File: src/rtl/fetch_stage.sv
// ---------------------------------------------------------------------------
// fetch_stage
//
// Instruction fetch stage for a simple in-order pipeline. Holds the program
// counter, reads a combinational instruction memory and presents one IF/ID
// bundle at a time to the decode stage using a valid/ready handshake.
//
// Parameters
//   RESET_PC     PC value loaded while reset is asserted
//   HALT_OPCODE  opcode (instr[31:26]) that stops further fetching
//
// Ports
//   clk          single clock, all state updates on the rising edge
//   rst_n        asynchronous, active-low reset
//   imem_addr    byte address to instruction memory (equals pc)
//   imem_instr   instruction word for imem_addr, same cycle
//   stall        freezes pc and suppresses new fetches
//   redirect     taken branch / jump, highest priority
//   redirect_pc  redirect target (low two bits ignored)
//   out_valid    IF/ID bundle valid
//   out_ready    decode stage accepts the bundle
//   out_instr    fetched instruction
//   out_pc       address of out_instr
//   halted       high while the fetch FSM sits in HALT
// ---------------------------------------------------------------------------
module fetch_stage #(
    parameter logic [31:0] RESET_PC    = 32'h0000_0000,
    parameter logic [5:0]  HALT_OPCODE = 6'd63
) (
    input  logic        clk,
    input  logic        rst_n,
    output logic [31:0] imem_addr,
    input  logic [31:0] imem_instr,
    input  logic        stall,
    input  logic        redirect,
    input  logic [31:0] redirect_pc,
    output logic        out_valid,
    input  logic        out_ready,
    output logic [31:0] out_instr,
    output logic [31:0] out_pc,
    output logic        halted
);

    typedef enum logic [1:0] {
        BOOT = 2'd0,
        RUN  = 2'd1,
        HALT = 2'd2
    } state_t;

    state_t      state;
    state_t      state_next;
    logic [31:0] pc;
    logic        load;
    logic        halt_hit;

    assign imem_addr = pc;

    // A fetch happens only when running, not frozen, not being redirected,
    // and the output slot is either empty or being drained this cycle.
    assign load     = (state == RUN) && !stall && !redirect && (!out_valid || out_ready);
    assign halt_hit = (imem_instr[31:26] == HALT_OPCODE);

    // State register; halted is registered alongside so it tracks the state
    // exactly without a combinational decode on the output.
    always_ff @(posedge clk or negedge rst_n) begin
        if (!rst_n) begin
            state  <= BOOT;
            halted <= 1'b0;
        end else begin
            state  <= state_next;
            halted <= (state_next == HALT);
        end
    end

    // Next-state logic. BOOT always leaves after one edge (a redirect seen
    // in BOOT only moves the pc). A redirect pulls RUN/HALT back to RUN.
    always_comb begin
        state_next = state;
        case (state)
            BOOT: state_next = RUN;
            RUN: begin
                if (redirect)
                    state_next = RUN;
                else if (load && halt_hit)
                    state_next = HALT;
            end
            HALT: begin
                if (redirect)
                    state_next = RUN;
            end
            default: state_next = BOOT;
        endcase
    end

    // PC and IF/ID bundle. Redirect flushes the bundle and wins over
    // everything; otherwise a load fills the bundle, otherwise a consumed
    // bundle is retired while its data is kept for visibility.
    always_ff @(posedge clk or negedge rst_n) begin
        if (!rst_n) begin
            pc        <= RESET_PC;
            out_valid <= 1'b0;
            out_instr <= 32'h0000_0000;
            out_pc    <= 32'h0000_0000;
        end else if (redirect) begin
            pc        <= {redirect_pc[31:2], 2'b00};
            out_valid <= 1'b0;
        end else if (load) begin
            out_instr <= imem_instr;
            out_pc    <= pc;
            out_valid <= 1'b1;
            pc        <= pc + 32'd4;
        end else if (out_valid && out_ready) begin
            out_valid <= 1'b0;
        end
    end

endmodule

File: config.mk
export PLATFORM = sky130hd
export DESIGN_NAME = fetch_stage
export DESIGN_NICKNAME = d
export VERILOG_FILES = /design/src/rtl/fetch_stage.sv
export SDC_FILE = /design/constraint.sdc
export NUM_CORES = 1
export LEC_CHECK = 0
export CAP_MARGIN = 30
export CORE_MARGIN = 3
export CORE_UTILIZATION = 46
export CTS_CLUSTER_SIZE = 10
export DETAILED_ROUTE_END_ITERATION = 6
export HOLD_SLACK_MARGIN = 0.1
export PLACE_DENSITY = 0.83
export SLEW_MARGIN = 5
export SYNTH_ARGS = -nofsm -noshare
export SYNTH_HDL_FRONTEND = slang
export SYNTH_SLANG_ARGS = --single-unit
File: constraint.sdc
create_clock -name clk -period 5.4 [get_ports clk]
set_input_delay 1.08 -clock clk [delete_from_list [all_inputs] [get_ports clk]]
set_output_delay 1.08 -clock clk [all_outputs]
set_load 0.1 [all_outputs]
**After elaboration in Yosys (flattened, before gate mapping)**

Cells that the tools add are included.

- Add/sub/neg operators: 1
- $mul: 0
- Div/mod/pow operators: 0
- $lt $le $gt $ge: 0
- Eq/ne operators: 4
- Shifts and indexed selects: 0
- Mux-type cells: 9
- Bitwise operators: 1
- Reductions and logical operators: 13

Operators with widths:

| cell | number |
|---|---|
| $mux W32 | 2 |
| $add A32 B3 Y32 const B | 1 |
| $eq A6 B6 Y1 const B | 1 |
| $mux W2 | 3 |
| $pmux W2 S3 | 1 |
| $logic_and A1 B1 Y1 | 5 |
| $eq A2 B2 Y1 const B | 2 |
| $logic_not A1 Y1 | 3 |
| $mux W1 | 3 |
| $reduce_bool A3 Y1 | 1 |
| $eq A2 B1 Y1 const B | 1 |
| $logic_not A2 Y1 | 1 |
| $reduce_and A2 Y1 | 1 |
| $reduce_bool A2 Y1 | 1 |
| $logic_or A1 B1 Y1 | 1 |
| $not A1 Y1 | 1 |

- Bits in registers: 100
- Latch bits: 0
- Memory bits (writable): 0
- Bits in read-only memories: 0
- Input bits: 69
- Output and inout port bits: 98
- Memories: 0

**Depth between registers and ports, before layout**

- Word-level depth: 9
- Mapped depth: 7
- Gate-level depth less buffers: 5

**Least setup slack after synthesis**

No wires, ideal clock.

- Path type: input-to-reg
- From: input stall
- To: register pc[23] (netlist: imem_addr[23])
- Data arrival time: 2683 ps
- Data required time: 5318 ps
- Slack: 2635 ps
- Stages: 6
- Buffers on the path: 2
- Cells stage by stage: or3b_1 > buf_2 > or3_4 > buf_6 > or4_1 > a31oi_1

- Longest elaborated chain between the ends: 5

Ends and longest elaborated chain:

| element | RTL line | source |
|---|---|---|
| from (decl) | 34 | `input logic stall,` |
| $logic_not A1 Y1 | 60 | `assign load = (state == RUN) && !stall && !redirect && (!out_valid \|\| out_ready);` |
| $logic_and A1 B1 Y1 (3 in series) | 60 |  |
| $reduce_bool A2 Y1 (no line) | -- |  |
| to (signal assigned) | 105 | `pc <= {redirect_pc[31:2], 2'b00};` |
| to (signal assigned) | 111 | `pc <= pc + 32'd4;` |
| to (decl) | 52 | `logic [31:0] pc;` |

No other way between the ends.
A chain may end at the register's enable or synchronous reset.

**Worst setup path after layout**

- From: register pc[6] (netlist: imem_addr[6])
- To: output imem_addr[6]

RTL lines:

| element | RTL line | source |
|---|---|---|
| to (decl) | 32 | `output logic [31:0] imem_addr,` |

No word-level cell between the ends.

==> impl_metrics.json <==
{
  "p_per_area_nw_per_um2": 449,
  "yosysMostFrequentCell": "dfrtp_1",
  "cts_buffers": 9,
  "reg2reg_slack_ns": 2.99,
  "coreArea_um2": 8980,
  "antenna_found_initial": 0,
  "nets": 593,
  "synth_commonest_cells": "dfrtp_1 (96), mux2_1 (60), nand2_1 (22), clkbuf_1 (20), nor2_1 (20)",
  "yosysTopAreaCellShare_pct": 55.1,
  "io_buffers": 160,
  "cts_tree": "yes",
  "wirelength_um": 11500,
  "crit_buf_inv": 1,
  "synth_cells": 372,
  "hpwl_um": 8250,
  "r2r-end": "out_pc[10]$_DFFE_PN0P_",
  "drive_gt1_share_pct": 5.30,
  "path_clk_slew_ns": 0.09,
  "num_rows": 34,
  "drc": 0,
  "maxCapViolCount": 0,
  "seq_area_frac_synth_pct": 55.1,
  "critPathLaunchType": "register",
  "vias": 3637,
  "htree_levels": 3,
  "clkLatencyLatePin_ns": 0.36,
  "leakagePower_uw": 0.00246,
  "dieArea_um2": 10700,
  "whs_ns": 0.491,
  "hp-start": "out_instr[9]$_DFFE_PN0P_",
  "ys_ff_latch": 96,
  "synth_edf_count": 0,
  "ys_warn_count": 0,
  "tightestPinTransition_ns": 1.01,
  "synth_area_um2": 4360,
  "status": "complete, no violations",
  "avgSynthCellArea_um2": 11.7,
  "cp_data_arrival_time_ns": 2.09,
  "max_stage_delay_ns": 1.22,
  "io_pins": 167,
  "wl_per_cell_um": 17.6,
  "maxSlewViolCount": 0,
  "viasPerCell": 5.56,
  "gp_congestion": 0.802,
  "dr.pass1.iters": 7,
  "grt_max_degree": 52,
  "worst_path_max_delay_cell": "clkdlybuf4s50_1",
  "cts_root_buf": "clkbuf_8",
  "clock-sinks": 96,
  "ant_nets": 0,
  "end_kind": "output port",
  "async_flop_share_pct": 100,
  "hold_viol_final": 0,
  "synth_cell_types": 49,
  "synth_top_area_cell": "dfrtp_1",
  "die_y_um": 103,
  "total_power_uw": 2810,
  "cts_hold_buf": 0,
  "place_area_um2": 6040,
  "synthFlopType": "dfrtp_1",
  "initial_core_util_pct": 48.6,
  "setup_tns_ns": 0,
  "crit_fanout": 9,
  "post-route-min-period_ns": 3.17,
  "skew_ns": 0.0182,
  "maxSlewHeadroom_pct": 32.5,
  "worstSetupPathType": "register to output port",
  "grt_pass1_vias": 3647,
  "drtIter0Drc": 144,
  "grt_pass1_wl_um": 18000,
  "die_x_um": 103,
  "whs_endpoint": "out_instr[9]$_DFFE_PN0P_",
  "crit_chain": "clkdlybuf4s50_1",
  "utilization_pct": 69.8,
  "cp_data_required_time_ns": 4.32,
  "worstHoldPathCells": 1,
  "syn2layout_area_growth_pct": 43.8,
  "finalInstanceArea_um2": 6270,
  "grtUsageTotal_pct": 21.7,
  "postCtsResizedCells": 0,
  "cts_buffer_depth": 2,
  "ir_drop_mv": 0.264,
  "hold_class": "register to register",
  "ys_top_cells_by_area": "dfrtp_1 (55%), mux2_1 (15%), a31oi_1 (2.0%)",
  "max_freq_mhz": 316,
  "r2r_cells": 5,
  "n_antenna_cell": 0,
  "fillers": 681,
  "finalSetupViolCount": 0,
  "r2r_start": "state[1]$_DFF_PN0_",
  "crit_family": "buffers and inverters",
  "rsz0062_at_grt": "false",
  "overflow": 0,
  "post_cts_buffers": 0,
  "fin_crit_sh_pct": 58.7
}
-- flip-flops by register name, summed over array words and instances, names as in the netlist --
| name | cells |
|---|---|
| halted | 1 |
| out_pc | 30 |
| imem_addr | 30 |
| out_valid | 1 |
| state | 2 |
| out_instr | 32 |
-- cell type report --
class / instances / area, um2 / share of cell area [%]
clock inverters: 6 / 90.1 / 1.44
inverters: 4 / 15.0 / 0.240
well taps: 126 / 158 / 2.51
multi-input cells: 248 / 1840 / 29.3
flip-flops and latches: 96 / 2400 / 38.3
clock buffers: 10 / 138 / 2.20
repair buffers: 164 / 1630 / 26.0
-- metal layers --
metal	part of all wire, %	vias to the layer above	track usage [%]	routed length, um
li1	-	1679	-	-
met1	41	1789	28.9	4770
met2	51	155	36.4	5870
met3	6.4	14	3.82	732
met4	1.3	0	6.77	150
met5	0	-	0	0
-- report_power, final --
group	internal [uW]	switching (uW)
Sequential	834	86.0
Combinational	317	1040
Clock	276	258
-- placed cells by master (no fill, tap or decap), types with 4 or more instances in the layout --
cell / synthesis / final
clkdlybuf4s50_1: 0 / 159
dfrtp_1: 96 / 96
mux2_1: 60 / 60
nand2_1: 22 / 22
nor2_1: 20 / 19
nand3_1: 15 / 15
nand4_1: 14 / 14
a31oi_1: 14 / 14
or4_1: 10 / 10
o31ai_1: 10 / 10
clkbuf_8: 0 / 10
o21ai_0: 9 / 9
nor4_1: 7 / 7
o311ai_1: 6 / 6
xnor2_1: 6 / 6
buf_4: 4 / 5
and4_1: 4 / 4
or3_1: 4 / 4
inv_1: 4 / 4
conb_1: 1 / 4
-- worst max-delay path by stage --
| stage | start | end | slack [ns] | depth (start not counted) |
|---|---|---|---|---|
| floorplan | stall | imem_addr[23]$_DFFE_PN0P_ | 2.63 | 6 |
| global placement | stall | out_instr[21]$_DFFE_PN0P_ | 1.92 | 6 |
| detailed placement | stall | out_instr[28]$_DFFE_PN0P_ | 1.88 | 6 |
| CTS | imem_addr[6]$_DFFE_PN0P_ | imem_addr[6] | 2.22 | 1 |
| global route | stall | out_instr[28]$_DFFE_PN0P_ | 2.12 | 6 |
| finish | imem_addr[6]$_DFFE_PN0P_ | imem_addr[6] | 2.23 | 1 |
-- per-stage QoR --
| step | worst slack, ns | instances |
|---|---|---|
| final | 2.23 | 654 |
| after global placement | 1.92 | 638 |
| after global routing | 2.12 | 654 |
| after CTS | 2.22 | 654 |
| after floorplan | 2.63 | 375 |
| after detailed placement | 1.88 | 638 |
-- cells by family after synthesis --
logic type	Yosys count	synth area share [%]
AO/OA/AOI/OAI	54	8.49
XOR/XNOR	8	1.61
adder cells (fa/ha/maj)	1	0.287
buffers and inverters	31	3.21
flip-flops	96	55.1
multiplexers	63	16.2
other	1	0.0860
AND/OR/NAND/NOR	118	15.0
Power figures use the tool's default switching activity.
